<file path="config.mk">
export PLATFORM = sky130hd
export DESIGN_NAME = multiplier_booth_flat
export DESIGN_NICKNAME = d
export VERILOG_FILES = /design/src/rtl/multiplier_booth_if.sv /design/src/rtl/multiplier_booth.sv /design/src/flat_wrapper.sv
export SDC_FILE = /design/constraint.sdc
export NUM_CORES = 1
export LEC_CHECK = 0
export CAP_MARGIN = 30
export CORE_UTILIZATION = 55
export CTS_BUF_LIST = sky130_fd_sc_hd__clkbuf_16
export DETAILED_ROUTE_END_ITERATION = 12
export GPL_ROUTABILITY_DRIVEN = 1
export HOLD_SLACK_MARGIN = 0.08
export PLACE_DENSITY = 0.74
export SLEW_MARGIN = 20
export SYNTH_ARGS = -nofsm -noshare
export SYNTH_HDL_FRONTEND = slang
export SYNTH_SLANG_ARGS = --single-unit
</file>
<file path="constraint.sdc">
create_clock -name clk -period 2.1 [get_ports clk]
set_input_delay 0.42 -clock clk [delete_from_list [all_inputs] [get_ports clk]]
set_output_delay 0.42 -clock clk [all_outputs]
set_load 0.02 [all_outputs]
</file>
<file path="src/rtl/multiplier_booth_if.sv">
// Operand/product bundle for the radix-4 Booth multiplier.
// The master drives the enable and operands, and the slave returns the registered product.
interface multiplier_booth_if #(
    parameter int WIDTH_A   = 16,
    parameter int WIDTH_B   = 16,
    parameter int WIDTH_MUL = WIDTH_A + WIDTH_B
);
    logic                 pip_en;
    logic [WIDTH_A-1:0]   A;
    logic [WIDTH_B-1:0]   B;
    logic [WIDTH_MUL-1:0] OUT;

    modport master (output pip_en, output A, output B, input OUT);
    modport slave  (input pip_en, input A, input B, output OUT);
endinterface

</file>
<file path="src/rtl/multiplier_booth.sv">
// Radix-4 Booth multiplier: recoded partial products, a carry-save tree with optional
// pipeline cuts, a final carry-propagate adder and a registered product.
module multiplier_booth #(
    parameter int WIDTH_A     = 16,
    parameter int WIDTH_B     = 16,
    parameter int WIDTH_MUL   = WIDTH_A + WIDTH_B,
    parameter int SIGNED      = 1,
    parameter int STAGE       = 0,
    parameter int APPROX_TYPE = 0,
    parameter int APPROX_W    = 8
) (
    input  logic              clk,
    input  logic              rst_n,
    multiplier_booth_if.slave bus
);
    localparam int W   = WIDTH_MUL;
    localparam int ND  = (WIDTH_B + 2) / 2;
    localparam int NR0 = ND + 1;
    localparam int BX  = 2 * ND + 1;

    function automatic int next_rows(input int n);
        return 2 * (n / 3) + (n % 3);
    endfunction

    function automatic int num_levels(input int n);
        int r;
        int c;
        r = n;
        c = 0;
        while (r > 2) begin
            r = next_rows(r);
            c = c + 1;
        end
        return c;
    endfunction

    function automatic int rows_at(input int n, input int l);
        int r;
        r = n;
        for (int k = 0; k < l; k++) begin
            r = next_rows(r);
        end
        return r;
    endfunction

    // Spread the STAGE register cuts evenly over the tree levels.
    function automatic bit is_cut(input int l, input int nl, input int st);
        bit c;
        c = 1'b0;
        for (int j = 1; j <= st; j++) begin
            if ((j * nl) / (st + 1) == l + 1) begin
                c = 1'b1;
            end else begin
                c = c;
            end
        end
        return c;
    endfunction

    function automatic int num_cuts(input int nl, input int st);
        int c;
        c = 0;
        for (int l = 0; l < nl; l++) begin
            if (is_cut(l, nl, st)) begin
                c = c + 1;
            end else begin
                c = c;
            end
        end
        return c;
    endfunction

    localparam int NL    = num_levels(NR0);
    localparam int NCUT  = num_cuts(NL, STAGE);
    localparam int EXTRA = STAGE - NCUT;

    logic          sgn_s;
    logic [W-1:0]  a_w_s;
    logic [BX-1:0] b_pad_s;
    logic [W-1:0]  mask_s;
    logic [W-1:0]  corr_s;
    logic [W-1:0]  pp_s [NR0];
    logic [W-1:0]  cpa_s;
    logic [W-1:0]  fin_s;
    logic [W-1:0]  out_q;

    assign sgn_s   = (SIGNED != 0) ? 1'b1 : 1'b0;
    assign a_w_s   = {{(W - WIDTH_A){bus.A[WIDTH_A-1] & sgn_s}}, bus.A};
    assign b_pad_s = {{(BX - 1 - WIDTH_B){bus.B[WIDTH_B-1] & sgn_s}}, bus.B, 1'b0};

    // Booth recoding: one partial-product row per digit, plus one row holding all +1 corrections.
    always_comb begin
        logic [2:0]   trip;
        logic [W-1:0] mult;
        logic         neg;
        trip   = 3'b000;
        mult   = '0;
        neg    = 1'b0;
        corr_s = '0;
        mask_s = '1;
        for (int k = 0; k < W; k++) begin
            mask_s[k] = (APPROX_TYPE == 1 && k < APPROX_W) ? 1'b0 : 1'b1;
        end
        for (int i = 0; i < ND; i++) begin
            trip = b_pad_s[2*i +: 3];
            case (trip)
                3'b001, 3'b010: begin mult = a_w_s;         neg = 1'b0; end
                3'b011:         begin mult = a_w_s << 1;    neg = 1'b0; end
                3'b100:         begin mult = a_w_s << 1;    neg = 1'b1; end
                3'b101, 3'b110: begin mult = a_w_s;         neg = 1'b1; end
                default:        begin mult = '0;            neg = 1'b0; end
            endcase
            pp_s[i]     = ((neg ? ~mult : mult) << (2 * i)) & mask_s;
            corr_s[2*i] = neg;
        end
        pp_s[ND] = corr_s & mask_s;
    end

    for (genvar l = 0; l < NL; l++) begin : g_lvl
        localparam int NIN  = rows_at(NR0, l);
        localparam int NOUT = next_rows(NIN);
        logic [W-1:0] in_s   [NIN];
        logic [W-1:0] rows_d [NOUT];
        logic [W-1:0] out_s  [NOUT];

        if (l == 0) begin : g_src0
            assign in_s = pp_s;
        end else begin : g_srcn
            assign in_s = g_lvl[l-1].out_s;
        end

        // 3:2 compression of each row triple; leftover rows pass through.
        always_comb begin
            for (int r = 0; r < NOUT; r++) begin
                rows_d[r] = '0;
            end
            for (int g = 0; g < NIN / 3; g++) begin
                rows_d[2*g]   = in_s[3*g] ^ in_s[3*g+1] ^ in_s[3*g+2];
                rows_d[2*g+1] = ((in_s[3*g] & in_s[3*g+1]) |
                                 (in_s[3*g] & in_s[3*g+2]) |
                                 (in_s[3*g+1] & in_s[3*g+2])) << 1;
            end
            for (int r = 0; r < NIN % 3; r++) begin
                rows_d[2*(NIN/3)+r] = in_s[3*(NIN/3)+r];
            end
        end

        if (is_cut(l, NL, STAGE)) begin : g_reg
            logic [W-1:0] rows_q [NOUT];
            // Pipeline cut inside the tree, advancing only on enabled cycles.
            always_ff @(posedge clk or posedge rst_n) begin
                if (rst_n) begin
                    for (int r = 0; r < NOUT; r++) begin
                        rows_q[r] <= '0;
                    end
                end else if (bus.pip_en) begin
                    rows_q <= rows_d;
                end
            end
            assign out_s = rows_q;
        end else begin : g_comb
            assign out_s = rows_d;
        end
    end

    assign cpa_s = g_lvl[NL-1].out_s[0] + g_lvl[NL-1].out_s[1];

    // Stages that found no distinct tree level to sit in are placed after the adder.
    if (EXTRA > 0) begin : g_extra
        logic [W-1:0] dly_q [EXTRA];
        // Post-adder delay chain gated by the pipeline enable.
        always_ff @(posedge clk or posedge rst_n) begin
            if (rst_n) begin
                for (int k = 0; k < EXTRA; k++) begin
                    dly_q[k] <= '0;
                end
            end else if (bus.pip_en) begin
                dly_q[0] <= cpa_s;
                for (int k = 1; k < EXTRA; k++) begin
                    dly_q[k] <= dly_q[k-1];
                end
            end
        end
        assign fin_s = dly_q[EXTRA-1];
    end else begin : g_noextra
        assign fin_s = cpa_s;
    end

    // Product output register.
    always_ff @(posedge clk or posedge rst_n) begin
        if (rst_n) begin
            out_q <= '0;
        end else if (bus.pip_en) begin
            out_q <= fin_s;
        end
    end

    assign bus.OUT = out_q;
endmodule

</file>
<file path="src/flat_wrapper.sv">
// flat-port wrapper written by rule: the top's interface ports become plain ports
module multiplier_booth_flat 
#(
    parameter int WIDTH_A     = 16,
    parameter int WIDTH_B     = 16,
    parameter int WIDTH_MUL   = WIDTH_A + WIDTH_B,
    parameter int SIGNED      = 1,
    parameter int STAGE       = 0,
    parameter int APPROX_TYPE = 0,
    parameter int APPROX_W    = 8
)
  (clk, rst_n, bus_pip_en, bus_A, bus_B, bus_OUT);
  multiplier_booth_if #(.WIDTH_A(WIDTH_A), .WIDTH_B(WIDTH_B), .WIDTH_MUL(WIDTH_MUL)) bus_i ();
  input  logic clk;
  input  logic rst_n;
  input wire logic [$bits(bus_i.pip_en)-1:0] bus_pip_en;
  input wire logic [$bits(bus_i.A)-1:0] bus_A;
  input wire logic [$bits(bus_i.B)-1:0] bus_B;
  output wire logic [$bits(bus_i.OUT)-1:0] bus_OUT;
  assign bus_i.pip_en = bus_pip_en;
  assign bus_i.A = bus_A;
  assign bus_i.B = bus_B;
  assign bus_OUT = bus_i.OUT;
  multiplier_booth #(.WIDTH_A(WIDTH_A), .WIDTH_B(WIDTH_B), .WIDTH_MUL(WIDTH_MUL), .SIGNED(SIGNED), .STAGE(STAGE), .APPROX_TYPE(APPROX_TYPE), .APPROX_W(APPROX_W)) u_core (.clk(clk), .rst_n(rst_n), .bus(bus_i));
endmodule
</file>
==> impl_metrics.ini <==
[run_status]
status = finished with violations
violations = setup timing

[global_route]
overflow = 0
use_met3_pct = 6.21
gr-usage-met2_pct = 66.4
grt_use_total_pct = 37.0
grt_pass1_wl_mm = 52.6
grt_use_met1_pct = 40.7
busiest_layer = met2
grt_pass1_vias = 10600
grt_max_degree = 33
antenna_found_initial = 0

[sta]
timing.final.crit_period_ns = 6.07
maxSlewViolCount = 0
max_slew.worst_pin.slew_ns = 1.25
hold_violations = 0
setup_viol = 30
rsz0062_at_grt = true
fin_crit_sh_pct = 289
clock-skew-final_ns = 0
fmax_ghz = 0.165
slew_headroom_pct = 15.6
worst_slack_ns = -3.97
whs_ns = 0.504

[routing]
route.detailed.drc = 0
firstDrtPassIters = 6
drt-initial-drc-count = 1117
via_per_inst = 6.47
drt-total-wl_mm = 39.9
ant_nets = 0
wl_per_cell_um = 23.9
num_vias = 10800

[yosys]
postSynthCellCount = 1160
ys_ff_latch = 32
ys_types = 60
synth-edff-count = 0
ys_top_cells_by_area = fa_1 (24%), ha_1 (13%), xor2_1 (9.3%)
yosysSeqAreaShare_pct = 8.15
async_flop_share_pct = 100
synthFlopType = dfrtp_1
synth_area_um2 = 9830
yosysWarnings = 0
synth_top_area_share_pct = 23.6
syn_nets = 1411
avgSynthCellArea_um2 = 8.47
synth_top_cell_by_area = fa_1

[worst_setup_path]
crit_required_ns = 2.25
slowest_stage = o21ai_0
critPathCaptureType = flip-flop
critPathKind = in -> reg
critPathMaxStageDelay_ns = 0.96
crit_chain = buf_6 > buf_6 > buf_6 > nor2_4 > nand2_2 > buf_6 > o21ai_0 > fa_1 > inv_1 > fa_1 > fa_1 > fa_1 > inv_1 > ha_4 > ha_4 > a21o_1 > nand3_1 > o211ai_1 > buf_4 > a211oi_2 > o2111a_1 > a2111o_1
crit_buf_inv = 7
start_kind = primary input
critical_path.max_fanout = 7
critical_path.top_delay_family = adder cells
critPathArrivalTime_ns = 6.23

[die]
start_util_pct = 56.6
core_area_um2 = 17400
rows = 48
die_h_um = 136
die_w_um = 136
ios = 67
die_area_um2 = 18400

[place]
postPlaceCellArea_um2 = 12900
place.gp.congestion = 0.960
port_buffers = 66
hpwl_mm = 23.4

[clocking]
cts_buffers = 5
cts_tree = yes
htree_levels = 2
clkTransAtPathRegs_ns = 0.06
cts_sinks = 32
clockRootBuffer = clkbuf_16
cts_max_path_buffers = 2
clock_latency_ns = 0.28

[worst_hold_path]
hold_path_class = reg -> reg

[run]
max_cap_viol_count = 0

[final_layout]
design_area_um2 = 14900
nNetsFinal = 1700
area_growth_pct = 51.9
diodes = 0
drive_gt1_share_pct = 40.9
largest_reg_flops = 32
-- cells by family (layout without fill, tap and decap cells) --
group                    after synthesis  after routing  synth area share [%]
XOR/XNOR                             141            141                  12.6
buffers and inverters                275            563                  10.5
AO/OA/AOI/OAI                        317            317                  21.7
AND/OR/NAND/NOR                      143            143                  6.71
adder cells (fa/ha/maj)              216            216                  36.4
flip-flops                            32             32                  8.15
multiplexers                          36             37                  3.91
-- what timing repair did --
item,in CTS,in global routing
endpoints found under the setup margin,31,30
gates resized for setup,276,133
hold buffers,0,0
gates cloned,3,1
setup buffers,33,33
pin swaps,103,81
-- metal layers --
| layer | vias to the layer above | share of wire, % |
|---|---|---|
| met5 | - | 0 |
| met4 | 0 | 9.0 |
| met2 | 805 | 49 |
| met3 | 339 | 9.5 |
| li1 | 4505 | - |
| met1 | 5178 | 33 |
-- final cells by class --
type / count / area [um2]
inverter: 180 / 686
multi-input combinational: 854 / 9690
clock inverter: 2 / 7.51
fill: 825 / 2430
sequential: 32 / 801
tap: 225 / 282
clock buffer: 5 / 125
timing repair buffer: 376 / 3330
-- cells in the mapped netlist (all sizes together) (2+ instances only) --
cell type	n
nor3b	2
a221oi	9
o22ai	2
a21o	13
o21ai	90
mux2	19
xnor2	36
and2	2
nand4	9
clkbuf	76
dfrtp	32
nand3b	2
a2111o	2
a31oi	2
o21a	4
fa	116
or4	2
inv	180
nor2	43
a211oi	3
mux2i	17
a22o	11
o31ai	6
nand3	13
ha	100
o211ai	7
nand2b	3
nand2	47
a221o	6
or2	2
buf	19
a21oi	47
nor3	9
a22oi	99
nor2b	6
xor2	105
o311ai	3
-- final timing paths --
| check | from | endpoint | slack [ns] | depth (start not counted) |
|---|---|---|---|---|
| setup / recovery | bus_B[3] | u_core.bus.OUT[29] | -3.97 | 22 |
| hold / removal | u_core.bus.OUT[30] | u_core.bus.OUT[30] | 0.50 | 2 |
| hold reg to reg | u_core.bus.OUT[30] | u_core.bus.OUT[30] | 0.50 | 2 |
| max in group asynchronous | rst_n | u_core.bus.OUT[31] | 1.25 | 3 |
| min in group asynchronous | rst_n | u_core.bus.OUT[9] | 0.53 | 3 |
| setup reg to reg | u_core.bus.OUT[29] | u_core.bus.OUT[29] | 1.06 | 1 |
-- stage by stage --
stage          setup TNS (ns)  util (%)  worst slack, ns  instances
3_5_place_dp          -106.69      74.2            -4.28       1601
3_3_place_gp          -104.32      74.2            -4.15       1601
2_1_floorplan          -84.64         -            -3.73       1160
6_report               -89.58      86.0            -3.97       1674
4_1_cts                -80.63      81.9            -3.44       1643
5_1_grt                -93.24      86.0            -4.15       1674
-- layout by cell type, fill, tap and decap left out, types with 38 or more instances in the layout --
cell type and instances:
a22oi_1 79, clkdlybuf4s50_1 38, buf_4 238, fa_1 107
inv_1 153, ha_1 41, xor2_1 94, o21ai_0 46
buf_6 56, ha_4 52
Power is not shown: default switching activity piles up to over one toggle a cycle in this logic, so the estimate is an artifact.
